<file path="src/rtl/fx_seq_mult.sv">
// Sequential signed fixed-point shift-add multiplier (one multiplier bit per clock).
// Optional macro FX_MULT_SAT_EN: saturate out-of-range products instead of wrapping.
module fx_seq_mult #(
  parameter int W    = 19,
  parameter int FRAC = 11
) (
  input  logic         clk,
  input  logic         rst,
  input  logic         start,
  input  logic [W-1:0] a,
  input  logic [W-1:0] b,
  output logic         busy,
  output logic         done,
  output logic [W-1:0] p
);

  localparam int CW = (W > 1) ? $clog2(W + 1) : 1;

  typedef enum logic [1:0] {
    IDLE = 2'd0,
    RUN  = 2'd1,
    FIX  = 2'd2
  } state_t;

  state_t           state_r;
  state_t           state_s;
  logic [CW-1:0]    count_r;
  logic [2*W-1:0]   acc_r;
  logic [2*W-1:0]   mcand_r;
  logic [W-1:0]     mplier_r;
  logic             sign_r;
  logic [W-1:0]     p_r;
  logic             done_r;
  logic [2*W-1:0]   m_s;
  logic [W-1:0]     result_s;

  // Unsigned magnitude; the most negative value maps to 2^(W-1), which still fits in W bits.
  function automatic logic [W-1:0] magnitude(input logic [W-1:0] v);
    logic [W-1:0] r;
    if (v[W-1]) r = ~v + {{(W-1){1'b0}}, 1'b1};
    else        r = v;
    return r;
  endfunction

  // Apply sign to the rescaled magnitude, with optional saturation.
  function automatic logic [W-1:0] apply_sign(input logic [2*W-1:0] m, input logic neg);
    logic [W-1:0] r;
`ifdef FX_MULT_SAT_EN
    logic [2*W-1:0] lim;
    logic [2*W-1:0] max_pos;
    lim     = {{(2*W-1){1'b0}}, 1'b1} << (W - 1);
    max_pos = lim - {{(2*W-1){1'b0}}, 1'b1};
    if (!neg && (m > max_pos))    r = {1'b0, {(W-1){1'b1}}};
    else if (neg && (m > lim))    r = {1'b1, {(W-1){1'b0}}};
    else if (neg)                 r = ~m[W-1:0] + {{(W-1){1'b0}}, 1'b1};
    else                          r = m[W-1:0];
`else
    if (neg) r = ~m[W-1:0] + {{(W-1){1'b0}}, 1'b1};
    else     r = m[W-1:0];
`endif
    return r;
  endfunction

  assign m_s      = acc_r >> FRAC;
  assign result_s = apply_sign(m_s, sign_r);

`ifndef FX_MULT_SAT_EN
  // High magnitude bits are deliberately discarded by the modular wrap.
  logic unused_m_s;
  assign unused_m_s = ^m_s[2*W-1:W];
`endif

  // State register.
  always_ff @(posedge clk or negedge rst) begin
    if (!rst) state_r <= IDLE;
    else      state_r <= state_s;
  end

  // Next-state logic; the last add happens while count is W-1.
  always_comb begin
    state_s = state_r;
    case (state_r)
      IDLE: begin
        if (start) state_s = RUN;
        else       state_s = IDLE;
      end
      RUN: begin
        if (count_r == CW'(W - 1)) state_s = FIX;
        else                       state_s = RUN;
      end
      FIX:     state_s = IDLE;
      default: state_s = IDLE;
    endcase
  end

  // Datapath: operand capture, shift-add accumulation, rescale and output registers.
  always_ff @(posedge clk or negedge rst) begin
    if (!rst) begin
      count_r  <= '0;
      acc_r    <= '0;
      mcand_r  <= '0;
      mplier_r <= '0;
      sign_r   <= 1'b0;
      p_r      <= '0;
      done_r   <= 1'b0;
    end else begin
      done_r <= 1'b0;
      case (state_r)
        IDLE: begin
          if (start) begin
            mcand_r  <= {{W{1'b0}}, magnitude(a)};
            mplier_r <= magnitude(b);
            sign_r   <= a[W-1] ^ b[W-1];
            acc_r    <= '0;
            count_r  <= '0;
          end
        end
        RUN: begin
          // mcand_r holds |a| << count, mplier_r[0] is |b|[count].
          if (mplier_r[0]) acc_r <= acc_r + mcand_r;
          mcand_r  <= mcand_r << 1;
          mplier_r <= mplier_r >> 1;
          count_r  <= count_r + CW'(1);
        end
        FIX: begin
          p_r     <= result_s;
          done_r  <= 1'b1;
          count_r <= '0;
        end
        default: begin
          done_r <= 1'b0;
        end
      endcase
    end
  end

  assign busy = (state_r == RUN) || (state_r == FIX);
  assign done = done_r;
  assign p    = p_r;

endmodule
</file>
<file path="config.mk">
export PLATFORM = sky130hd
export DESIGN_NAME = fx_seq_mult
export DESIGN_NICKNAME = d
export VERILOG_FILES = /design/src/rtl/fx_seq_mult.sv
export SDC_FILE = /design/constraint.sdc
export NUM_CORES = 1
export LEC_CHECK = 0
export BUFFER_PORTS_ARGS = -buffer_cell sky130_fd_sc_hd__clkbuf_2
export CAP_MARGIN = 20
export CORE_MARGIN = 2
export CORE_UTILIZATION = 42
export CTS_CLUSTER_SIZE = 8
export DETAILED_ROUTE_END_ITERATION = 6
export PLACE_DENSITY = 0.68
export SLEW_MARGIN = 10
export SYNTH_ARGS = -nofsm -noshare
export SYNTH_HDL_FRONTEND = slang
export SYNTH_SLANG_ARGS = --single-unit
</file>
<file path="constraint.sdc">
create_clock -name clk -period 3.6 [get_ports clk]
set_clock_uncertainty 0.1 [all_clocks]
set_input_delay 0.18 -clock clk [delete_from_list [all_inputs] [get_ports clk]]
set_output_delay 0.18 -clock clk [all_outputs]
set_load 0.05 [all_outputs]
</file>
Yosys cells after proc, flatten, opt, wreduce, memory -nomap -nowiden
Cells that the tools add are included.
{ "word_totals": {"reg_bits": 123, "in_bits": 41, "out_inout_bits": 21, "word_cells": 46} }
{ "classes": {"add_sub_neg": 5, "n_eq_ne": 5, "muxes": 16, "bitwise": 4, "n_reduce_logical": 8} }
{ "op_table": {"columns": ["cell", "count"], "rows": [
  ["$pmux 38 s2", 2],
  ["$mux 38", 3],
  ["$mux 19", 4],
  ["$add 19x1->19 const B", 3],
  ["$not 19->19", 3],
  ["$add 38x38->38", 1],
  ["$pmux 19 s2", 1],
  ["$pmux 5 s3", 1],
  ["$reduce_and 2->1", 3],
  ["$add 5x1->5 const B", 1],
  ["$eq 5x5->1 const B", 1],
  ["$mux 5", 1],
  ["$ne 2x2->1 const B", 2],
  ["$pmux 2 s2", 1],
  ["$reduce_and 3->1", 1],
  ["$reduce_bool 3->1", 1],
  ["$eq 2x1->1 const B", 1],
  ["$eq 2x2->1 const B", 1],
  ["$logic_not 2->1", 1],
  ["$mux 1", 2],
  ["$mux 2", 1],
  ["$reduce_bool 2->1", 1],
  ["$logic_or 1x1->1", 1],
  ["$xor 1x1->1", 1]
]} }

Depth between registers and ports, before layout
{ "logic_depth": {"ltp_word": 5, "ltp_mapped": 11, "mapped_depth_nobuf": 11} }

Worst setup path after synthesis
No wires, ideal clock.
{ "synth_timing": {"kind": "reg-to-reg", "startpoint": "reg mcand_r[0]", "endpoint": "reg acc_r[28]", "setup_ns": 0.129, "t_arrival_ns": 2.497, "required_ns": 3.371, "slack_ns": 0.874, "path_stages_with_launch": 12, "n_path_buf": 0, "synth_period_minus_slack_ns": 2.726, "cell_sequence": "dfrtp_1 -> ha_1 -> fa_1 -> a21o_1 -> a21o_1 -> a21oi_1 -> o21ai_2 -> a41oi_2 -> o21ai_0 -> a41oi_1 -> xor2_1 -> o21ai_1"} }
{ "synth_between": {"elab_chain_cells": 3} }
{ "synth_lines": {"columns": ["item", "line", "text"], "rows": [
  ["from (decl)", "29", "logic [2*W-1:0] mcand_r;"],
  ["from (signal assigned)", "111", "mcand_r <= {{W{1'b0}}, magnitude(a)};"],
  ["from (signal assigned)", "121", "mcand_r <= mcand_r << 1;"],
  ["$add 38x38->38", "120", "if (mplier_r[0]) acc_r <= acc_r + mcand_r;"],
  ["$mux 38", "120", null],
  ["$pmux 38 s2", "108", "case (state_r)"],
  ["to (signal assigned)", "120", null],
  ["to (decl)", "28", "logic [2*W-1:0] acc_r;"]
]} }
No other way between the ends. The select of a mux whose other input is x is not followed.
A chain may end at the register's enable or synchronous reset.

Final worst setup path
{ "layout_timing": {"startpoint": "reg mcand_r[0]", "endpoint": "reg acc_r[22]"} }
Same word-level chain as after synthesis.

==> impl_metrics.py <==
metrics = {
    "run_status": {
        "outcome": "finished clean",
    },
    "cells_and_area": {
        "mostFrequentLayoutCells": "nand2_1, dfrtp_1, o21ai_0, a21oi_1, clkbuf_2",
        "multi_input_area_um2": 3970,
        "fill_cells": 1549,
        "regArea_um2": 2680,
        "layout.nets": 923,
        "final_core_util": 0.486,
        "drive_gt1_frac": 0.139,
        "mostFrequentLayoutCell": "nand2_1",
        "layout.cells.non_filler": 1065,
        "syn2layout_area_growth_pct": 13.0,
        "diodes": 0,
    },
    "global_route": {
        "grt_max_degree": 78,
        "grt_pass1_wl_um": 24900,
        "grt_pass1_vias": 5164,
        "grt_overflow_total": 0,
        "track_usage": 0.173,
        "antenna_found_initial": 0,
    },
    "timing": {
        "min_period_ns": 3.09,
        "finalHoldViolCount": 0,
        "fmax_mhz": 324,
        "setup_viol": 0,
        "setup_tns_ns": 0,
        "min_period_over_period": 0.859,
        "slew_headroom": 0.429,
        "tightest_slew_ns": 0.856,
        "grt_setup_unrepaired": "false",
        "maxSlewViolCount": 0,
    },
    "logic_synthesis": {
        "ys_seq_elements": 107,
        "syn_inst": 798,
        "async_flop_share": 1.00,
        "synth-main-ff-cell": "dfrtp_1",
        "syn-cell-area_um2": 6830,
        "synth-seq-area-share": 0.392,
        "synth_area_per_cell_um2": 8.56,
        "synth.distinct_cells": 60,
        "synth_edf_count": 0,
        "syn_nets": 877,
        "ys_warn_count": 0,
    },
    "power": {
        "power.share.combinational": 0.520,
        "power.share.clock": 0.163,
        "seq_power_share": 0.317,
        "total_power_mw": 6.52,
        "pwr_density_cell_nw_per_um2": 844,
        "p_sw_mw": 2.97,
        "p_leak_nw": 3.61,
        "p_sw_frac": 0.455,
        "max-vdd-ir-drop_mv": 0.362,
        "internal-power_mw": 3.56,
    },
    "route": {
        "via_per_inst": 5.31,
        "drc": 0,
        "wl_per_cell_um": 13.7,
        "vias": 5656,
        "firstDrtPassIters": 4,
        "drt.antenna.violating_nets": 0,
        "drt-total-wl_um": 14600,
        "first_iter_violations": 180,
    },
    "setup_path": {
        "crit_path_start_kind": "flop",
        "ff2ff_path_depth": 11,
        "required_ns": 3.81,
        "crit_path_max_incr_delay_ns": 0.53,
        "crit_path_top_delay_cell": "or4b_1",
        "r2r_slack_ns": 0.51,
        "critPathTopFamily": "compound AO/OA/AOI/OAI gates",
        "worstPathArrival_ns": 3.30,
        "crit-reg2reg-launch": "mcand_r[0]$_DFFE_PN0P_",
        "crit_type": "reg -> reg",
        "timing.rr.end": "acc_r[22]$_DFFE_PN0P_",
        "worstPathMaxFanout": 4,
        "worstSetupStartpoint": "mcand_r[0]$_DFFE_PN0P_",
        "endpoint_kind": "flop",
        "crit_chain": "ha_1, fa_1, a21o_1, a21o_1, a21oi_1, o21ai_2, a41oi_2, o31ai_1, a21oi_1, or4b_1, nand3_1",
        "critPathBufInv": 0,
    },
    "clock_tree": {
        "clk_latency_ns": 0.37,
        "cts_root_buf": "clkbuf_16",
        "cts.path.max_buffers": 2,
        "htreeDepth": 3,
        "cts_buffers": 9,
        "numClockSinks": 107,
        "clkTransAtPathRegs_ns": 0.08,
        "tritoncts": "built",
        "cts_setup_buffers": 0,
    },
    "min_path": {
        "min_to": "mplier_r[18]$_DFFE_PN0P_",
        "min_from": "b[17]",
        "hp-class": "in -> reg",
        "hold_depth": 3,
    },
    "floorplan": {
        "start_util": 0.430,
        "die_w_um": 132,
        "placementRows": 46,
        "die_area_um2": 17300,
        "coreArea_um2": 15900,
        "boundaryPins": 62,
        "die_h_um": 132,
    },
    "placed_design": {
        "place_hpwl_um": 10700,
        "dp.cells": 1046,
        "gp_congestion": 0.881,
        "port_buffers": 61,
    },
    "job": {
        "drv_cap": 0,
    },
}
-- kinds of logic after synthesis --
| family | synth area share |
|---|---|
| AO/OA/AOI/OAI | 0.206 |
| XOR/XNOR | 0.0948 |
| adder cells (fa/ha/maj) | 0.0707 |
| buffers and inverters | 0.0304 |
| flip-flops | 0.392 |
| multiplexers | 0.0317 |
| AND/OR/NAND/NOR | 0.175 |
-- synth_stat cells (6+ instances only) --
| cell | count | share of area |
|---|---|---|
| a21o_1 | 16 | 0.018 |
| dfrtp_1 | 107 | 0.39 |
| nor3_1 | 7 | 0.0051 |
| nand3_1 | 25 | 0.018 |
| ha_1 | 37 | 0.068 |
| nand2_1 | 126 | 0.069 |
| o21ai_0 | 94 | 0.069 |
| nor2b_1 | 6 | 0.0055 |
| xor2_1 | 46 | 0.059 |
| mux2i_1 | 7 | 0.010 |
| o31ai_1 | 10 | 0.011 |
| a21oi_1 | 73 | 0.053 |
| mux2_2 | 13 | 0.021 |
| nor2_1 | 57 | 0.031 |
| xnor2_1 | 28 | 0.036 |
| clkbuf_1 | 38 | 0.021 |
| or3_1 | 11 | 0.010 |
| a31oi_1 | 6 | 0.0055 |
| inv_1 | 14 | 0.0077 |
| o21a_1 | 6 | 0.0066 |
| o21ai_1 | 8 | 0.0059 |
-- layer usage --
metal,track usage,part of all wire
met5,0,0
met4,0.0423,0.011
met3,0.0471,0.046
met2,0.276,0.44
met1,0.234,0.50
-- power by group through the flow --
stage | Sequential (mW) | Combinational [mW] | Clock (mW)
after detailed placement | 2.09 | 3.39 | 0
after CTS | 2.07 | 3.40 | 1.09
after global placement | 2.07 | 3.32 | 0
after global routing | 2.14 | 3.85 | 1.13
final | 2.07 | 3.39 | 1.06
after floorplan | 2.03 | 2.63 | 0
-- what timing repair did --
item	in CTS	in global routing
hold endpoints to repair	76	0
resized for setup	0	0
hold buffers	2	0
-- through the flow --
step	hold slack, ns	cell area (um^2)	setup slack, ns
floorplan	-0.216	6830	0.874
global placement	0.287	7360	0.610
detailed placement	0.289	7360	0.592
CTS	0.0107	7700	0.553
global route	0.0175	7720	0.261
finish	0.0204	7720	0.509
-- flip-flops by register name, indices dropped and copies added, names as in the netlist --
| name | flops |
|---|---|
| p | 19 |
| acc_r | 30 |
| state_r | 2 |
| sign_r | 1 |
| mplier_r | 19 |
| count_r | 5 |
| mcand_r | 30 |
| done | 1 |
-- area by class of cell --
class	instances	share of cell area
tap	216	0.0350
inverter	15	0.00729
timing repair buffer	75	0.0557
clock inverter	7	0.0123
multi-input combinational	636	0.514
clock buffer	9	0.0292
sequential	107	0.347
-- tightest hold or removal path, stage by stage --
cell and delay (ns):
clkbuf_2 0.09, or4b_2 0.11, o31ai_1 0.06
-- worst max-delay path by stage --
| stage | slack, ns | cells past startpoint | to |
|---|---|---|---|
| detailed placement | 0.59 | 11 | acc_r[28]$_DFFE_PN0P_ |
| CTS | 0.55 | 11 | acc_r[22]$_DFFE_PN0P_ |
| global placement | 0.61 | 11 | acc_r[28]$_DFFE_PN0P_ |
| finish | 0.51 | 11 | acc_r[22]$_DFFE_PN0P_ |
| floorplan | 0.87 | 11 | acc_r[28]$_DFFE_PN0P_ |
| global route | 0.26 | 11 | acc_r[22]$_DFFE_PN0P_ |
(Power assumes the default switching activity.)
